### config.mk
export PLATFORM = sky130hd
export DESIGN_NAME = fifo_tx_scheduler
export DESIGN_NICKNAME = d
export VERILOG_FILES = /design/src/rtl/fifo_tx_scheduler.sv
export SDC_FILE = /design/constraint.sdc
export NUM_CORES = 1
export LEC_CHECK = 0
export CORE_ASPECT_RATIO = 1.2
export CORE_MARGIN = 3
export CORE_UTILIZATION = 42
export DETAILED_ROUTE_END_ITERATION = 7
export GPL_TIMING_DRIVEN = 0
export PLACE_DENSITY = 0.87
export SLEW_MARGIN = 20
export SYNTH_ARGS = -nofsm -noshare
export SYNTH_HDL_FRONTEND = slang
export SYNTH_SLANG_ARGS = --single-unit
### constraint.sdc
create_clock -name clk -period 4.7 [get_ports clk]
set_clock_uncertainty 0.1 [all_clocks]
set_input_delay 0.94 -clock clk [delete_from_list [all_inputs] [get_ports clk]]
set_output_delay 0.94 -clock clk [all_outputs]
set_load 0.01 [all_outputs]
### src/rtl/fifo_tx_scheduler.sv
// fifo_tx_scheduler: controller around the 80-to-8 width-converting FIFO.
// Write side: round-robin arbiter between two held-valid 80-bit producers.
// Read side: drains the FIFO as frames of SYNC byte, one word (byte 0 first)
// and an XOR checksum of the payload bytes.
module fifo_tx_scheduler #(
   parameter int         WORD_BITS  = 80,
   parameter int         WORD_BYTES = 10,
   parameter logic [7:0] SYNC_BYTE  = 8'hA5,
   parameter int         CNT_W      = 16
) (
   input  logic                 clk,
   input  logic                 reset,
   input  logic                 req0_valid,
   input  logic [WORD_BITS-1:0] req0_data,
   output logic                 ack0,
   input  logic                 req1_valid,
   input  logic [WORD_BITS-1:0] req1_data,
   output logic                 ack1,
   output logic                 fifo_wr_en,
   output logic [WORD_BITS-1:0] fifo_din,
   input  logic                 fifo_full,
   output logic                 fifo_rd_en,
   input  logic [7:0]           fifo_dout,
   input  logic                 fifo_empty,
   input  logic [7:0]           fifo_bytes_avail,
   output logic                 tx_valid,
   output logic [7:0]           tx_data,
   input  logic                 tx_ready,
   output logic                 busy,
   output logic [CNT_W-1:0]     frame_cnt
);

   localparam int IDX_W = $clog2(WORD_BYTES + 1);

   typedef enum logic [1:0] {
      S_IDLE    = 2'd0,
      S_SYNC    = 2'd1,
      S_PAYLOAD = 2'd2,
      S_CSUM    = 2'd3
   } state_t;

   // Running frame checksum: XOR of all payload bytes.
   function automatic logic [7:0] csum_update(input logic [7:0] acc, input logic [7:0] data);
      return acc ^ data;
   endfunction

   // ------------------------------------------------------------------
   // Write arbiter
   // ------------------------------------------------------------------
   logic                 ack0_q, ack1_q, wr_en_q, last_grant_q;
   logic [WORD_BITS-1:0] din_q;
   logic                 grant_ok_s, grant0_s, grant1_s;

   // Pick a winner; a cycle after any grant is blocked so a held request is never taken twice.
   always_comb begin
      grant0_s   = 1'b0;
      grant1_s   = 1'b0;
      grant_ok_s = !fifo_full && !wr_en_q && !ack0_q && !ack1_q;
      if (grant_ok_s) begin
         if (req0_valid && req1_valid) begin
            if (last_grant_q) begin
               grant0_s = 1'b1;
            end else begin
               grant1_s = 1'b1;
            end
         end else if (req0_valid) begin
            grant0_s = 1'b1;
         end else if (req1_valid) begin
            grant1_s = 1'b1;
         end else begin
            grant0_s = 1'b0;
         end
      end else begin
         grant1_s = 1'b0;
      end
   end

   // Register the grant as one-cycle ack/write pulses and remember the winner.
   always_ff @(posedge clk or negedge reset) begin
      if (!reset) begin
         ack0_q       <= 1'b0;
         ack1_q       <= 1'b0;
         wr_en_q      <= 1'b0;
         din_q        <= '0;
         last_grant_q <= 1'b1;
      end else begin
         ack0_q  <= grant0_s;
         ack1_q  <= grant1_s;
         wr_en_q <= grant0_s | grant1_s;
         if (grant0_s) begin
            din_q        <= req0_data;
            last_grant_q <= 1'b0;
         end else if (grant1_s) begin
            din_q        <= req1_data;
            last_grant_q <= 1'b1;
         end
      end
   end

   assign ack0       = ack0_q;
   assign ack1       = ack1_q;
   assign fifo_wr_en = wr_en_q;
   assign fifo_din   = din_q;

   // ------------------------------------------------------------------
   // Read FSM
   // ------------------------------------------------------------------
   state_t             state_q, state_d;
   logic [7:0]         csum_q, csum_d;
   logic [IDX_W-1:0]   idx_q, idx_d;
   logic [CNT_W-1:0]   frame_cnt_q, frame_cnt_d;
   logic               start_s, last_byte_s;

   assign start_s     = !fifo_empty && (fifo_bytes_avail >= 8'(WORD_BYTES));
   assign last_byte_s = (idx_q == IDX_W'(WORD_BYTES - 1));

   // State register.
   always_ff @(posedge clk or negedge reset) begin
      if (!reset) begin
         state_q <= S_IDLE;
      end else begin
         state_q <= state_d;
      end
   end

   // Next-state logic; every non-idle state offers a byte, so tx_ready is the handshake.
   always_comb begin
      state_d = state_q;
      case (state_q)
         S_IDLE: begin
            if (start_s) begin
               state_d = S_SYNC;
            end else begin
               state_d = S_IDLE;
            end
         end
         S_SYNC: begin
            if (tx_ready) begin
               state_d = S_PAYLOAD;
            end else begin
               state_d = S_SYNC;
            end
         end
         S_PAYLOAD: begin
            if (tx_ready && last_byte_s) begin
               state_d = S_CSUM;
            end else begin
               state_d = S_PAYLOAD;
            end
         end
         S_CSUM: begin
            if (tx_ready) begin
               state_d = S_IDLE;
            end else begin
               state_d = S_CSUM;
            end
         end
         default: state_d = S_IDLE;
      endcase
   end

   // Datapath next values: checksum/index cleared at frame start, updated on payload handshakes.
   always_comb begin
      csum_d      = csum_q;
      idx_d       = idx_q;
      frame_cnt_d = frame_cnt_q;
      case (state_q)
         S_IDLE: begin
            if (start_s) begin
               csum_d = 8'h00;
               idx_d  = '0;
            end else begin
               idx_d  = idx_q;
            end
         end
         S_PAYLOAD: begin
            if (tx_ready) begin
               csum_d = csum_update(csum_q, fifo_dout);
               idx_d  = idx_q + IDX_W'(1'b1);
            end else begin
               idx_d  = idx_q;
            end
         end
         S_CSUM: begin
            if (tx_ready) begin
               frame_cnt_d = frame_cnt_q + CNT_W'(1'b1);
            end else begin
               frame_cnt_d = frame_cnt_q;
            end
         end
         default: csum_d = csum_q;
      endcase
   end

   // Datapath registers.
   always_ff @(posedge clk or negedge reset) begin
      if (!reset) begin
         csum_q      <= 8'h00;
         idx_q       <= '0;
         frame_cnt_q <= '0;
      end else begin
         csum_q      <= csum_d;
         idx_q       <= idx_d;
         frame_cnt_q <= frame_cnt_d;
      end
   end

   // Output decode; payload bytes pass straight from the FIFO head and pop on the handshake.
   always_comb begin
      tx_valid   = 1'b0;
      tx_data    = 8'h00;
      busy       = 1'b0;
      fifo_rd_en = 1'b0;
      case (state_q)
         S_IDLE: begin
            busy = 1'b0;
         end
         S_SYNC: begin
            tx_valid = 1'b1;
            tx_data  = SYNC_BYTE;
            busy     = 1'b1;
         end
         S_PAYLOAD: begin
            tx_valid   = 1'b1;
            tx_data    = fifo_dout;
            busy       = 1'b1;
            fifo_rd_en = tx_ready;
         end
         S_CSUM: begin
            tx_valid = 1'b1;
            tx_data  = csum_q;
            busy     = 1'b1;
         end
         default: busy = 1'b0;
      endcase
   end

   assign frame_cnt = frame_cnt_q;

endmodule

After elaboration in Yosys (flattened, before gate mapping) --
Cells that the tools add are included. W data, S select, Z words.
Word-level totals: flip-flop bits (word level) 114, word-level logic and storage cells 65
Operators by class: add/subtract/negate cells 2, magnitude comparators 1, eq/ne operators 6, muxes and demuxes 28, bitwise logic cells 2, reductions and logical operators 17
Operators with widths (count):
- $mux W80 | 2
- $pmux W8 S3 | 1
- $add A16 B1 Y16 const B | 1
- $mux W8 | 2
- $pmux W8 S2 | 1
- $mux W1 | 15
- $ge A8 B4 Y1 const B | 1
- $mux W4 | 2
- $pmux W2 S4 | 1
- $pmux W4 S2 | 1
- $xor A8 B8 Y8 | 1
- $logic_and A1 B1 Y1 | 6
- $logic_not A1 Y1 | 5
- $add A4 B1 Y4 const B | 1
- $eq A2 B2 Y1 const B | 2
- $eq A4 B4 Y1 const B | 1
- $mux W2 | 2
- $ne A2 B2 Y1 const B | 2
- $reduce_bool A2 Y1 | 2
- $reduce_and A3 Y1 | 1
- $reduce_or A3 Y1 | 1
- $eq A2 B1 Y1 const B | 1
- $logic_not A2 Y1 | 1
- $pmux W1 S2 | 1
- other kinds (2) | 2

Depth between registers and ports, before layout --
Gate-level depths: netlist of the first run.
depth after elaboration 7, gate-level depth with buffers 6, mapped depth without buffers 5

Worst setup path before layout of the first run --
Ideal clock, no wire load.
kind input-to-output, start input tx_ready, end output fifo_rd_en, arrival 1493 ps, data required time 3660 ps, setup slack 2167 ps, stages 3, cell sequence and3b_1 clkbuf_1 buf_2
Between the ends: word-level cells in the longest chain between the ends 1
Ends and longest elaborated chain:
- start: declaration | RTL line 28 | input logic tx_ready,
- $mux W1 | RTL line 214 | case (state_q)
- end: declaration | RTL line 22 | output logic fifo_rd_en,
No other way between the ends.

Final worst setup path of the first run --
Same ends and word-level chain as after synthesis.

==> results of run 1 <==
## cell usage after synthesis, types with 2 or more instances
master,number
a21boi_0,2
a21oi_1,5
a22oi_1,80
and2_1,2
and3_1,3
buf_2,14
buf_6,8
clkbuf_1,18
dfrtp_1,113
ha_1,3
inv_1,6
mux2_2,2
mux2i_1,4
nand2_1,99
nand3_1,4
nand4_1,2
nor2_1,24
nor2b_1,4
nor3_1,3
o21ai_1,81
xnor2_1,9
xor2_1,17
## per-stage QoR
stage               total power [mW]   util  setup WS (ps)
finish                          4.80  0.763            898
global route                    5.06  0.763            825
CTS                             4.84  0.763            896
detailed placement              3.38  0.706            899
global placement                3.29  0.703          -1620
floorplan                       2.29      -           2170
## kinds of logic (layout without fill, tap and decap cells)
group	count (synthesis)	in the layout
compound gates	173	173
xor+xnor	26	26
fa+ha+maj	3	3
buf+inv	48	372
flops	114	114
mux	6	6
simple gates	152	152
## critical path, cell delays in order
cell,delay (ps)
clkdlybuf4s50_1,520
and3b_1,170
clkbuf_1,270
buf_2,290
clkdlybuf4s50_1,570
## registers in the layout, summed over array words and instances, names as in the netlist
register,flops
fifo_wr_en,1
last_grant_q,1
state_q,2
ack0,1
frame_cnt,16
idx_q,4
ack1,1
fifo_din,80
csum_q,8
## routing by layer
| metal | global-route usage | share of wire | vias to the layer above |
|---|---|---|---|
| met5 | 0 | 0 | - |
| met4 | 0.108 | 0.028 | 0 |
| met3 | 0.0771 | 0.073 | 30 |
| met2 | 0.483 | 0.55 | 226 |
| met1 | 0.261 | 0.35 | 2566 |
| li1 | - | - | 2466 |
## layout by cell type, fill, tap and decap left out, drive strengths merged
master | netlist | routed
clkinvlp | 0 | 1
buf | 24 | 26
mux2i | 4 | 4
a221o | 1 | 1
nand4 | 3 | 3
a21boi | 2 | 2
xor2 | 17 | 17
nor2 | 24 | 24
nand3 | 5 | 5
and3b | 1 | 1
nor2b | 4 | 4
o31ai | 1 | 1
dfrtp | 113 | 113
and3 | 3 | 3
nand2b | 1 | 1
or3 | 1 | 1
clkinv | 0 | 2
nor3 | 4 | 4
ha | 3 | 3
a31oi | 1 | 1
bufinv | 0 | 5
inv | 6 | 6
dfstp | 1 | 1
nand2 | 99 | 99
and2 | 2 | 2
or4 | 1 | 1
a22oi | 80 | 80
or2 | 1 | 1
clkdlybuf4s50 | 0 | 290
a211oi | 1 | 1
clkbuf | 18 | 42
a21oi | 5 | 5
o21ai | 82 | 82
mux2 | 2 | 2
xnor2 | 9 | 9
nor4 | 3 | 3
## power by group through the flow
stage	clock (mW)	combinational [mW]	sequential, mW
after detailed placement	0	1.83	1.55
after floorplan	0	0.643	1.64
after CTS	1.46	1.84	1.54
after global placement	0	1.77	1.52
after global routing	1.50	1.97	1.58
final	1.44	1.82	1.54
## worst min path at each step
| stage | end | depth (start not counted) |
|---|---|---|
| after global routing | fifo_din[12]$_DFFE_PN0P_ | 1 |
| after CTS | fifo_din[12]$_DFFE_PN0P_ | 1 |
| final | fifo_din[12]$_DFFE_PN0P_ | 1 |
| after floorplan | frame_cnt[15]$_DFFE_PN0P_ | 1 |
| after detailed placement | fifo_din[56]$_DFFE_PN0P_ | 2 |
| after global placement | fifo_din[77]$_DFFE_PN0P_ | 2 |
## layout make-up
cell class              instances  share of cell area
clock buffers                  24              0.0556
multi-input cells             360               0.233
flip-flops and latches        114               0.316
inverters                       6             0.00249
repair buffers                292               0.326
clock inverters                 8              0.0190
plain buffers                  42              0.0265
well taps                     157              0.0218
==> metrics.txt, run 1 <==
Yosys reg bits=114; Die Width=108 um; Startpoint Class=primary input; Peak Freq=263 MHz; CTS Sinks=114; Post-synth EDFFs=0; R2R Setup Slk=2640 ps; Placed Instance Area=8360 um2; Synth Area in Simple Gates=0.132; Gate power share=0.380; Filler Cells Inserted=806; Detailed Routing Iterations Pass 1=5; crit path kind=primary input to primary output; worst skew pair latency=400 ps; share of cells above drive strength 1=0.0780; PostCTS Resize Cnt=0; R2R depth=6; Final period util=0.809; hold slack=357 ps; Seq pwr share=0.320; largest fanout on the critical path=10; initial drt markers=336; crit path from=tx_ready; synth top area cells=dfrtp_1, a22oi_1, o21ai_1; Post-Synth XOR/XNOR Area=0.0436; htree depth=4; Psw=1.49 mW; DRC=0; CTS buffer count=17; Least-Margin Pin Slew=843 ps; post-synthesis compound-gate area fraction=0.208; CTS Buffer Depth=2; status=completed; vias in the first global route=5582; max_cap viols=0; CORE AREA=11800 um2; n_diodes=0; Worst Hold Class=primary input to async pin; capture point of the worst path=fifo_rd_en; Synth top area share=0.542; leakage=3.84 nW; initial cell density of the core=0.441; first-pass GRT wire length=27.5 mm; arrival time worst endpoint=2760 ps; WL/cell=17.9 um; Clock Tree Root=clkbuf_16; Int Pwr=3.31 mW; initial antenna violation count=0; sw frac=0.310; cell count after synthesis=522; Final ANT Viol Nets=0; Setup crit end kind=primary output; Cell variety after synth=41; Syn Nets=708; mapped cell area=5220 um2; Adder-Cell Fraction of Synth Area=0.00719; clk slew on worst S/H paths=50 ps; worst vdd ir=0.000266 V; post-layout min period=3800 ps; num rows=43; Non-Filler Instances=1003; Rel. slew slack=0.434; Synth Area per Inst=10.0 um2; clock network power share=0.300; setup_tns=0 ps; Hold Violations, Final=0; reg2reg end=fifo_din[11]$_DFFE_PN0P_; DP Cell Count=971; number of nets in the layout=1019; input/output buffers=291; via count=5288; CTS tree=done; total wire length=17.9 mm; chip height=128 um; grt ovf=0; RSZ-0062 raised after global routing=false; multi-input logic area=2100 um2; register area share after synthesis=0.547; register area=2850 um2; pwr/cell area=532 nW/um2; Synth area leader=dfrtp_1; # Post-CTS Setup Buffers=0; Syn. warnings=0; largest family of logic cells by synthesized area=compound AO/OA/AOI/OAI gates; hold buffers post-CTS=0; GP Congestion=0.813; Finished Cell Area=9030 um2; All-Layer GR Usage=0.257; pin count of the biggest net entering global routing=72; Critical Path RT=3660 ps; Final Slew Violations=0; dpl hpwl=13.8 mm; Final Setup Violations=0; Synth async-reset ratio=1.00; # IOs=293; most common flop cell mapped by yosys=dfrtp_1; Die ar.=13800 um2; drt via density=5.27; worst reg2reg path startpoint=last_grant_q$_DFFE_PN1P_; area grow syn2layout=73.0%; mux cell area share after synthesis=0.0120
Power figures use the tool's default switching activity.
==> inputs of run 2 (changes only) <==
- CORE_UTILIZATION: 42 -> 35
- PLACE_DENSITY: 0.87 -> 0.77
- clock period: 4.7 -> 3.25 ns (I/O delays scaled with it)
==> run 2 against run 1 <==
Against the previous run: register-to-register slack worse by 1500 ps; hold slack got worse by 230 ps; total power grew 41%; combinational power is 45% higher; critical endpoint unchanged; largest cell class unchanged; largest power group unchanged.
==> metrics.txt, run 2 (synthesis results as in run 1) <==
Setup crit end kind=primary output; vias in the first global route=5338; Placed Instance Area=8410 um2; share of cells above drive strength 1=0.0769; CTS buffer count=17; most frequent CP cell=clkdlybuf4s50_1; post-route setup slack=148 ps; Final Setup Violations=0; pwr/cell area=752 nW/um2; Critical Path RT=2500 ps; crit path kind=primary input to primary output; total wire length=17.8 mm; Worst Hold Class=primary input to async pin; max FFs per register=80; Clock Tree Root=clkbuf_16; All-Layer GR Usage=0.216; CTS Sinks=114; dpl hpwl=13.4 mm; Die ar.=16400 um2; Hold Violations, Final=0; grt ovf=0; hold slack=125 ps; worst skew pair latency=400 ps; num rows=48; Die Width=117 um; initial antenna violation count=0; Non-Filler Instances=1045; Peak Freq=322 MHz; arrival time worst endpoint=2350 ps; drt via density=4.89; hold buffers post-CTS=0; # IOs=293; Finished Cell Area=9030 um2; post-layout min period=3100 ps; input/output buffers=291; Power Total=6.79 mW; CTS tree=done; Final period util=0.954; Rel. slew slack=0.445; WL/cell=17.0 um; Least-Margin Pin Slew=827 ps; Final ANT Viol Nets=0; largest fanout on the critical path=10; Startpoint Class=primary input; area grow syn2layout=73.0%; initial cell density of the core=0.360; commonest non-fill, non-tap cell in the layout=clkdlybuf4s50_1; number of nets in the layout=1018; pin count of the biggest net entering global routing=64; Detailed Routing Iterations Pass 1=5; Max stage delay on crit path=560 ps; worst vdd ir=0.000275 V; n_diodes=0; max_cap viols=0; chip height=140 um; RSZ-0062 raised after global routing=false; Critical Path, Cell by Cell=clkdlybuf4s50_1 -> and3b_1 -> clkbuf_4 -> clkdlybuf4s50_1; status=completed; most frequent cells in the layout=clkdlybuf4s50_1, dfrtp_1, nand2_1, o21ai_1, a22oi_1; GP Congestion=0.801; DP Worst Slack=29.4 ps; htree depth=4; via count=5107; DRC=0; Crit-path slowest cell=clkdlybuf4s50_1; clk slew on worst S/H paths=50 ps; DP Cell Count=1014; CORE AREA=14500 um2; initial drt markers=296; first-pass GRT wire length=28.3 mm; leakage=3.81 nW; Final Slew Violations=0; CTS Buffer Depth=2
run 2: cell types whose count changed in the layout (fill, tap and decap cells not counted):
cell       previous run  this run
buf_2                14        13
bufinv_16             5         4
clkbuf_4              0         1
clkbuf_8              5         2
clkinv_2              1         4
run 2: cell type report:
cell class | instances | area (um2)
fillers | 1190 | 5450
inverters | 6 | 22.5
flip-flops and latches | 114 | 2850
plain buffers | 41 | 238
clock buffers | 22 | 464
multi-input cells | 360 | 2100
well taps | 200 | 250
repair buffers | 292 | 2940
clock inverters | 10 | 156
run 2: worst paths after layout:
check                                          from                        to  cells past startpoint  slack (ps)
min in group clk           fifo_din[21]$_DFFE_PN0P_  fifo_din[21]$_DFFE_PN0P_                      2         380
max in group asynchronous                     reset  fifo_din[58]$_DFFE_PN0P_                      2        2220
setup / recovery                           tx_ready                fifo_rd_en                      4         150
hold reg to reg            fifo_din[21]$_DFFE_PN0P_  fifo_din[21]$_DFFE_PN0P_                      2         380
setup reg to reg           last_grant_q$_DFFE_PN1P_  fifo_din[21]$_DFFE_PN0P_                      6        1170
hold / removal                                reset  fifo_din[21]$_DFFE_PN0P_                      1         120
run 2: what timing repair did:
action                                  CTS  global route
gates resized for setup                   0             1
setup buffers                             0             0
endpoints found under the setup margin    0             1
hold endpoints to repair                  0             0
run 2: per-stage QoR:
stage                util  setup TNS (ps)
floorplan               -               0
global placement    0.579         -345660
detailed placement  0.581               0
CTS                 0.624               0
global route        0.624               0
finish              0.624               0
run 2: where the power goes:
part	internal [mW]	switching, mW	total [mW]
Sequential	1.90	0.307	2.20
Clock	1.32	0.631	1.95
Combinational	1.43	1.21	2.64
run 2: critical path, delay by kind of cell:
family	cells	cell delay, ps
buffers and inverters	3	1350
AND/OR/NAND/NOR	1	340
run 2: metal layers:
| metal | track usage | wire, um | vias to the layer above |
|---|---|---|---|
| li1 | - | - | 2463 |
| met1 | 0.258 | 7200 | 2423 |
| met2 | 0.370 | 8980 | 195 |
| met3 | 0.0703 | 1250 | 26 |
| met4 | 0.0728 | 374 | 0 |
| met5 | 0 | 0 | - |
